## src/rtl/tc_array_pkg.sv

```systemverilog
// Shared constants for the multi-channel timer/counter: FSM encodings,
// operating modes, register offsets and CTRL field positions.
package tc_array_pkg;

    typedef logic [1:0] state_t;

    localparam state_t ST_IDLE = 2'd0;
    localparam state_t ST_LOAD = 2'd1;
    localparam state_t ST_CNT  = 2'd2;
    localparam state_t ST_INT  = 2'd3;

    localparam logic [1:0] MODE_ONESHOT = 2'd0;
    localparam logic [1:0] MODE_PULSE   = 2'd1;
    localparam logic [1:0] MODE_STICKY  = 2'd2;

    // Register offsets as seen on addr[3:2] within a channel window
    localparam logic [1:0] OFF_CTRL     = 2'd0;
    localparam logic [1:0] OFF_PRESET   = 2'd1;
    localparam logic [1:0] OFF_COUNT    = 2'd2;
    localparam logic [1:0] OFF_PRESCALE = 2'd3;

    localparam int CTRL_EN      = 0;
    localparam int CTRL_MODE_LO = 1;
    localparam int CTRL_MODE_HI = 2;
    localparam int CTRL_IM      = 3;
    localparam int CTRL_W       = 4;

    function automatic logic [31:0] byte_mask(input logic [3:0] be);
        return {{8{be[3]}}, {8{be[2]}}, {8{be[1]}}, {8{be[0]}}};
    endfunction

endpackage

```

## src/rtl/tc_channel.sv

```systemverilog
// One timer channel: configuration storage, prescaler, down-counter and the
// IDLE/LOAD/CNT/INT sequencer.
//
//   state   | meaning
//   IDLE    | stopped, waiting for EN
//   LOAD    | COUNT <- PRESET, prescaler cleared
//   CNT     | counting down, one step per PRESCALE+1 cycles
//   INT     | expired; mode decides reload or stop
module tc_channel
    import tc_array_pkg::*;
#(
    parameter int CNT_W = 32,
    parameter int PRE_W = 8
) (
    input  logic              clk,
    input  logic              reset,
    input  logic              wr_ctrl,
    input  logic [CTRL_W-1:0] ctrl_wdata,
    input  logic              wr_preset,
    input  logic [CNT_W-1:0]  preset_wdata,
    input  logic              wr_prescale,
    input  logic [PRE_W-1:0]  prescale_wdata,
    output logic [CTRL_W-1:0] ctrl,
    output logic [CNT_W-1:0]  preset,
    output logic [CNT_W-1:0]  count,
    output logic [PRE_W-1:0]  prescale,
    output logic              expire,
    output logic              status_clr
);

    state_t           state;
    logic [PRE_W-1:0] psc_cnt;
    logic             en;
    logic [1:0]       mode;

    assign en   = ctrl[CTRL_EN];
    assign mode = ctrl[CTRL_MODE_HI:CTRL_MODE_LO];

    assign expire     = (state == ST_CNT) && en && (count == '0);
    assign status_clr = (state == ST_INT) && en && (mode == MODE_PULSE);

    always_ff @(posedge clk) begin
        if (reset) begin
            ctrl     <= '0;
            preset   <= '0;
            prescale <= '0;
            count    <= '0;
            psc_cnt  <= '0;
            state    <= ST_IDLE;
        end else begin
            if (wr_ctrl)     ctrl     <= ctrl_wdata;
            if (wr_preset)   preset   <= preset_wdata;
            if (wr_prescale) prescale <= prescale_wdata;

            case (state)
                ST_IDLE: begin
                    if (en) state <= ST_LOAD;
                end
                ST_LOAD: begin
                    if (!en) begin
                        state <= ST_IDLE;
                    end else begin
                        count   <= preset;
                        psc_cnt <= '0;
                        state   <= ST_CNT;
                    end
                end
                ST_CNT: begin
                    if (!en) begin
                        state <= ST_IDLE;
                    end else if (count == '0) begin
                        state <= ST_INT;
                    end else if (psc_cnt == prescale) begin
                        count   <= count - CNT_W'(1);
                        psc_cnt <= '0;
                    end else begin
                        psc_cnt <= psc_cnt + PRE_W'(1);
                    end
                end
                default: begin
                    // A one-shot clears its own EN, overriding a same-cycle bus write
                    if (!en) begin
                        state <= ST_IDLE;
                    end else if (mode == MODE_PULSE || mode == MODE_STICKY) begin
                        state <= ST_LOAD;
                    end else begin
                        ctrl[CTRL_EN] <= 1'b0;
                        state         <= ST_IDLE;
                    end
                end
            endcase
        end
    end

endmodule

```

## src/rtl/tc_array.sv

```systemverilog
// Multi-channel timer/counter: bus decode, byte-lane merge, W1C status
// register, read mux and interrupt outputs around NUM_CH tc_channel instances.
module tc_array
    import tc_array_pkg::*;
#(
    parameter int NUM_CH = 2,
    parameter int CNT_W  = 32,
    parameter int PRE_W  = 8
) (
    input  logic              clk,
    input  logic              reset,
    input  logic [31:0]       addr,
    input  logic              we,
    input  logic [3:0]        byteen,
    input  logic [31:0]       wdata,
    output logic [31:0]       rdata,
    output logic [NUM_CH-1:0] irq,
    output logic              irq_any
);

    logic [2:0]        ch_sel;
    logic [1:0]        off_sel;
    logic              is_status;
    logic [NUM_CH-1:0] sel;
    logic [31:0]       be_mask;
    logic              unused_addr;

    logic [CTRL_W-1:0] ctrl_q     [NUM_CH];
    logic [CNT_W-1:0]  preset_q   [NUM_CH];
    logic [CNT_W-1:0]  count_q    [NUM_CH];
    logic [PRE_W-1:0]  prescale_q [NUM_CH];

    logic [NUM_CH-1:0] expire;
    logic [NUM_CH-1:0] status_clr;
    logic [NUM_CH-1:0] status;
    logic [NUM_CH-1:0] im;
    logic [NUM_CH-1:0] w1c;

    assign ch_sel      = addr[6:4];
    assign off_sel     = addr[3:2];
    assign is_status   = addr[7] && (addr[6:2] == 5'd0);
    assign be_mask     = byte_mask(byteen);
    assign unused_addr = ^{addr[31:8], addr[1:0]};

    always_comb begin
        sel = '0;
        for (int i = 0; i < NUM_CH; i++) begin
            sel[i] = !addr[7] && (ch_sel == 3'(i));
        end
    end

    for (genvar i = 0; i < NUM_CH; i++) begin : g_ch
        logic [CTRL_W-1:0] ctrl_wd;
        logic [CNT_W-1:0]  preset_wd;
        logic [PRE_W-1:0]  prescale_wd;

        assign ctrl_wd     = (ctrl_q[i] & ~be_mask[CTRL_W-1:0])
                           | (wdata[CTRL_W-1:0] & be_mask[CTRL_W-1:0]);
        assign preset_wd   = (preset_q[i] & ~be_mask[CNT_W-1:0])
                           | (wdata[CNT_W-1:0] & be_mask[CNT_W-1:0]);
        assign prescale_wd = (prescale_q[i] & ~be_mask[PRE_W-1:0])
                           | (wdata[PRE_W-1:0] & be_mask[PRE_W-1:0]);
        assign im[i]       = ctrl_q[i][CTRL_IM];

        tc_channel #(
            .CNT_W(CNT_W),
            .PRE_W(PRE_W)
        ) u_ch (
            .clk            (clk),
            .reset          (reset),
            .wr_ctrl        (we && sel[i] && (off_sel == OFF_CTRL)),
            .ctrl_wdata     (ctrl_wd),
            .wr_preset      (we && sel[i] && (off_sel == OFF_PRESET)),
            .preset_wdata   (preset_wd),
            .wr_prescale    (we && sel[i] && (off_sel == OFF_PRESCALE)),
            .prescale_wdata (prescale_wd),
            .ctrl           (ctrl_q[i]),
            .preset         (preset_q[i]),
            .count          (count_q[i]),
            .prescale       (prescale_q[i]),
            .expire         (expire[i]),
            .status_clr     (status_clr[i])
        );
    end

    // Status bits all live in byte lane 0; a same-edge expiry beats the clear
    assign w1c = (we && is_status && byteen[0]) ? wdata[NUM_CH-1:0] : '0;

    always_ff @(posedge clk) begin
        if (reset) begin
            status <= '0;
        end else begin
            status <= (status & ~(w1c | status_clr)) | expire;
        end
    end

    assign irq     = status & im;
    assign irq_any = |irq;

    always_comb begin
        rdata = '0;
        if (is_status) begin
            rdata = 32'(status);
        end else begin
            for (int i = 0; i < NUM_CH; i++) begin
                if (sel[i]) begin
                    case (off_sel)
                        OFF_CTRL:   rdata = 32'(ctrl_q[i]);
                        OFF_PRESET: rdata = 32'(preset_q[i]);
                        OFF_COUNT:  rdata = 32'(count_q[i]);
                        default:    rdata = 32'(prescale_q[i]);
                    endcase
                end
            end
        end
    end

endmodule

```

## config.mk

```make
export PLATFORM = sky130hd
export DESIGN_NAME = tc_array
export DESIGN_NICKNAME = d
export VERILOG_FILES = /design/src/rtl/tc_array_pkg.sv /design/src/rtl/tc_channel.sv /design/src/rtl/tc_array.sv
export SDC_FILE = /design/constraint.sdc
export NUM_CORES = 1
export LEC_CHECK = 0
export CAP_MARGIN = 25
export CORE_AREA = 3 3 141 143
export CTS_BUF_LIST = sky130_fd_sc_hd__clkbuf_8
export CTS_CLUSTER_SIZE = 30
export DETAILED_ROUTE_END_ITERATION = 10
export DIE_AREA = 0 0 144 146
export GPL_ROUTABILITY_DRIVEN = 0
export PLACE_DENSITY_LB_ADDON = 0.15
export SLEW_MARGIN = 20
export SYNTH_ARGS = -nofsm -noshare
export SYNTH_HDL_FRONTEND = slang
export SYNTH_SLANG_ARGS = --single-unit
```

## constraint.sdc

```tcl
create_clock -name clk -period 2.3 [get_ports clk]
set_clock_uncertainty 0.1 [all_clocks]
set_input_delay 0.23 -clock clk [delete_from_list [all_inputs] [get_ports clk]]
set_output_delay 0.23 -clock clk [all_outputs]
set_load 0.005 [all_outputs]
```

==> results.toml <==
[outcome]
status = "finished with violations"
violations = "setup timing"

[route]
num_vias = 11538
route.antenna.remaining_nets = 0
dr.first_iter.drc_count = 1738
routed_wl_mm = 37.6
first_pass_iters = 7
wire_per_inst_um = 21.1
drc_errors = 0
drt-vias-per-instance = 6.49

[layout]
fin_cells = 1779
final_core_util_pct = 76.0
drive_gt1_share_pct = 29.6
num_antenna_cells = 0
nNetsFinal = 1619
area_delta_synth_final_pct = 40.5
final_area_um2 = 14200

[global_route]
grt_pass1_vias = 10473
grt_pass1_wl_mm = 56.8
overflow = 0
grt.met2_usage_pct = 53.2
grt_use_total_pct = 33.8
grt_max_degree = 66
grt_use_met1_pct = 46.8
met3_usage_pct = 7.33
antenna_found_initial = 1
grt-busiest-layer = "met2"

[worst_setup_path]
crit_family = "simple AND/OR/NAND/NOR gates"
r2r_slack_ns = -0.14
path_cells = "or4_4, nor4_4, buf_4, nand4_1, nand3_4, buf_12, buf_12, nor3_4, a31o_2"
worst-path-buf-inv = 3
critPathMaxStageDelay_ns = 0.54
regToRegStartpoint = "g_ch[0].u_ch.count[11]"
cp_common_cell = "buf_12"
worstSetupPathType = "register to register"
arrival_ns = 2.72
reg2reg_to = "g_ch[0].u_ch.count[5]"
crit_slowest_cell = "or4_4"
crit_path_max_fanout = 5
startpoint_type = "register"
r2r_cells = 9
worstSetupEndpointType = "register"
cp_data_required_time_ns = 2.57

[placement]
place_inst = 1708
placed_area_um2 = 12800
dp_hpwl_mm = 25.9
io_buffers = 79

[floorplan]
core_area_um2 = 18700
io_pins = 106
fp.dieH_um = 146
die_x_um = 144
die_area_um2 = 21000
num_rows = 50
initial_core_util_pct = 54.1

[cts]
h-tree-depth = 4
cts_buffer_depth = 2
cts_buffers = 17
cts_root_buf = "clkbuf_8"
cts_tree = "yes"
clk_latency_ns = 0.47
clk_pin_slew_ns = 0.10
cts.sinks = 174

[job]
drv_cap = 0

[yosys]
syn_avg_cell_area_um2 = 7.98
ys_seq_area_share_pct = 34.4
yosys_register_bits = 174
async_reset_ff_share_pct = 0
synth_nets = 1355
synth_cell_type_count = 75
ys_top_cells_by_area = "dfxtp_1, mux2i_1, a21oi_1"
synth_warnings = 0
syn-instance-count = 1268
synth.top_cell.area_share_pct = 34.4
synth_area_um2 = 10100
synth_top_area_cell = "dfxtp_1"
synth-edff-count = 0
synth_flop_cell = "dfxtp_1"

[sta]
finalHoldViolCount = 0
timing.final.crit_share_pct = 106
max_slew.worst_pin.slew_ns = 0.572
max_freq_ghz = 0.410
rsz0062_at_grt = "true"
hold_ws_ns = 0.101
slew_headroom_pct = 61.9
finalMaxSlewViolations = 0
min_period_ns = 2.44
worst_slack_ns = -0.141
setup_viol_count_final = 26

[worst_hold_path]
hp-class = "primary input to register"
hold_depth = 2
min-delay-start = "reset"

[pwr]
p_total_mw = 6.11
ir_drop_v = 0.000360
p_leak_nw = 5.52
powerDensity_nw_per_um2 = 430
[cells by family (layout without fill, tap and decap cells)]
| family | after synthesis | count (layout) | synth area share [%] |
|---|---|---|---|
| and+or+nand+nor | 463 | 464 | 23.0 |
| DFF | 174 | 174 | 34.4 |
| AOI/OAI and AO/OA | 381 | 381 | 24.2 |
| muxes | 86 | 86 | 9.13 |
| xor gates and xnor gates | 29 | 29 | 2.51 |
| adders and majority gates | 16 | 16 | 1.98 |
| buffers and inverters | 119 | 395 | 4.77 |
[repair_timing]
item	CTS	global route
buffers inserted	18	16
pin swaps	19	48
hold endpoints to repair	0	0
setup endpoints to repair	98	83
hold buffers	0	0
resized for setup	119	100
gates cloned	4	3
[cell type report]
| cell class | instances | area, um^2 |
|---|---|---|
| Fill cell | 1351 | 4490 |
| Sequential cell | 174 | 3490 |
| Timing Repair Buffer | 340 | 3130 |
| Clock buffer | 19 | 262 |
| Clock inverter | 13 | 116 |
| Tap cell | 234 | 293 |
| Inverter | 23 | 87.6 |
| Multi-Input combinational cell | 976 | 6830 |
[cell usage in the layout, fill, tap and decap left out, types with 8 or more instances in the layout]
cell type / count
buf_4: 217
dfxtp_1: 166
nand2_1: 135
a21oi_1: 119
nor2_1: 118
mux2i_1: 74
a22oi_1: 50
o21ai_0: 48
clkdlybuf4s50_1: 41
o32ai_1: 32
nor3_1: 28
nand3_1: 26
dlygate4sd2_1: 25
buf_12: 23
and3_1: 21
clkbuf_8: 19
xor2_1: 18
inv_1: 17
nand4_1: 16
buf_6: 16
a21oi_2: 14
o22ai_1: 13
or3_1: 12
ha_1: 12
xnor2_1: 10
o22ai_2: 9
a22oi_2: 8
nor4_1: 8
o21ai_2: 8
dfxtp_2: 8
[power by group]
group / switching, mW / internal (mW)
clock network: 1.20 / 0.914
registers: 0.0125 / 3.02
logic: 0.519 / 0.436
total: 1.73 / 4.37
[routing by layer]
| metal | vias to the layer above | routed length, um |
|---|---|---|
| met5 | - | 12 |
| met4 | 2 | 1280 |
| met3 | 136 | 3450 |
| met2 | 675 | 17300 |
| met1 | 5494 | 15500 |
| li1 | 5231 | - |
[stage by stage]
stage	setup slack, ns	setup TNS, ns
2_1_floorplan	-0.107	-0.505
3_3_place_gp	-0.451	-21.09
6_report	-0.141	-1.28
3_5_place_dp	-0.477	-21.68
4_1_cts	-0.0491	-0.388
5_1_grt	-0.190	-4.17
[synth_stat cells, types with 7 or more instances]
library cell and number:
a21o_1 8, a21oi_1 137, a22oi_1 58, and3_1 23
buf_2 14, clkbuf_1 73, dfxtp_1 174, ha_1 16
inv_1 20, mux2_2 7, mux2i_1 74, nand2_1 136
nand2b_1 8, nand3_1 30, nand4_1 16, nor2_1 124
nor2b_1 8, nor3_1 32, nor4_1 13, o21ai_0 59
o22ai_1 22, o32ai_1 37, or3_1 15, or4_1 10
xnor2_1 11, xor2_1 18
[how the worst max path moves through the flow]
stage,slack [ns],depth (start not counted),endpoint,from
2_1_floorplan,-0.11,9,g_ch[1].u_ch.psc_cnt[1],g_ch[1].u_ch.count[1]
3_3_place_gp,-0.45,8,rdata[1],addr[4]
3_5_place_dp,-0.48,8,rdata[1],addr[4]
4_1_cts,-0.05,10,g_ch[0].u_ch.count[5],g_ch[0].u_ch.count[0]
5_1_grt,-0.19,9,g_ch[0].u_ch.count[5],g_ch[0].u_ch.count[11]
6_report,-0.14,9,g_ch[0].u_ch.count[5],g_ch[0].u_ch.count[11]
Note: power is estimated with default switching activity, not from simulation.
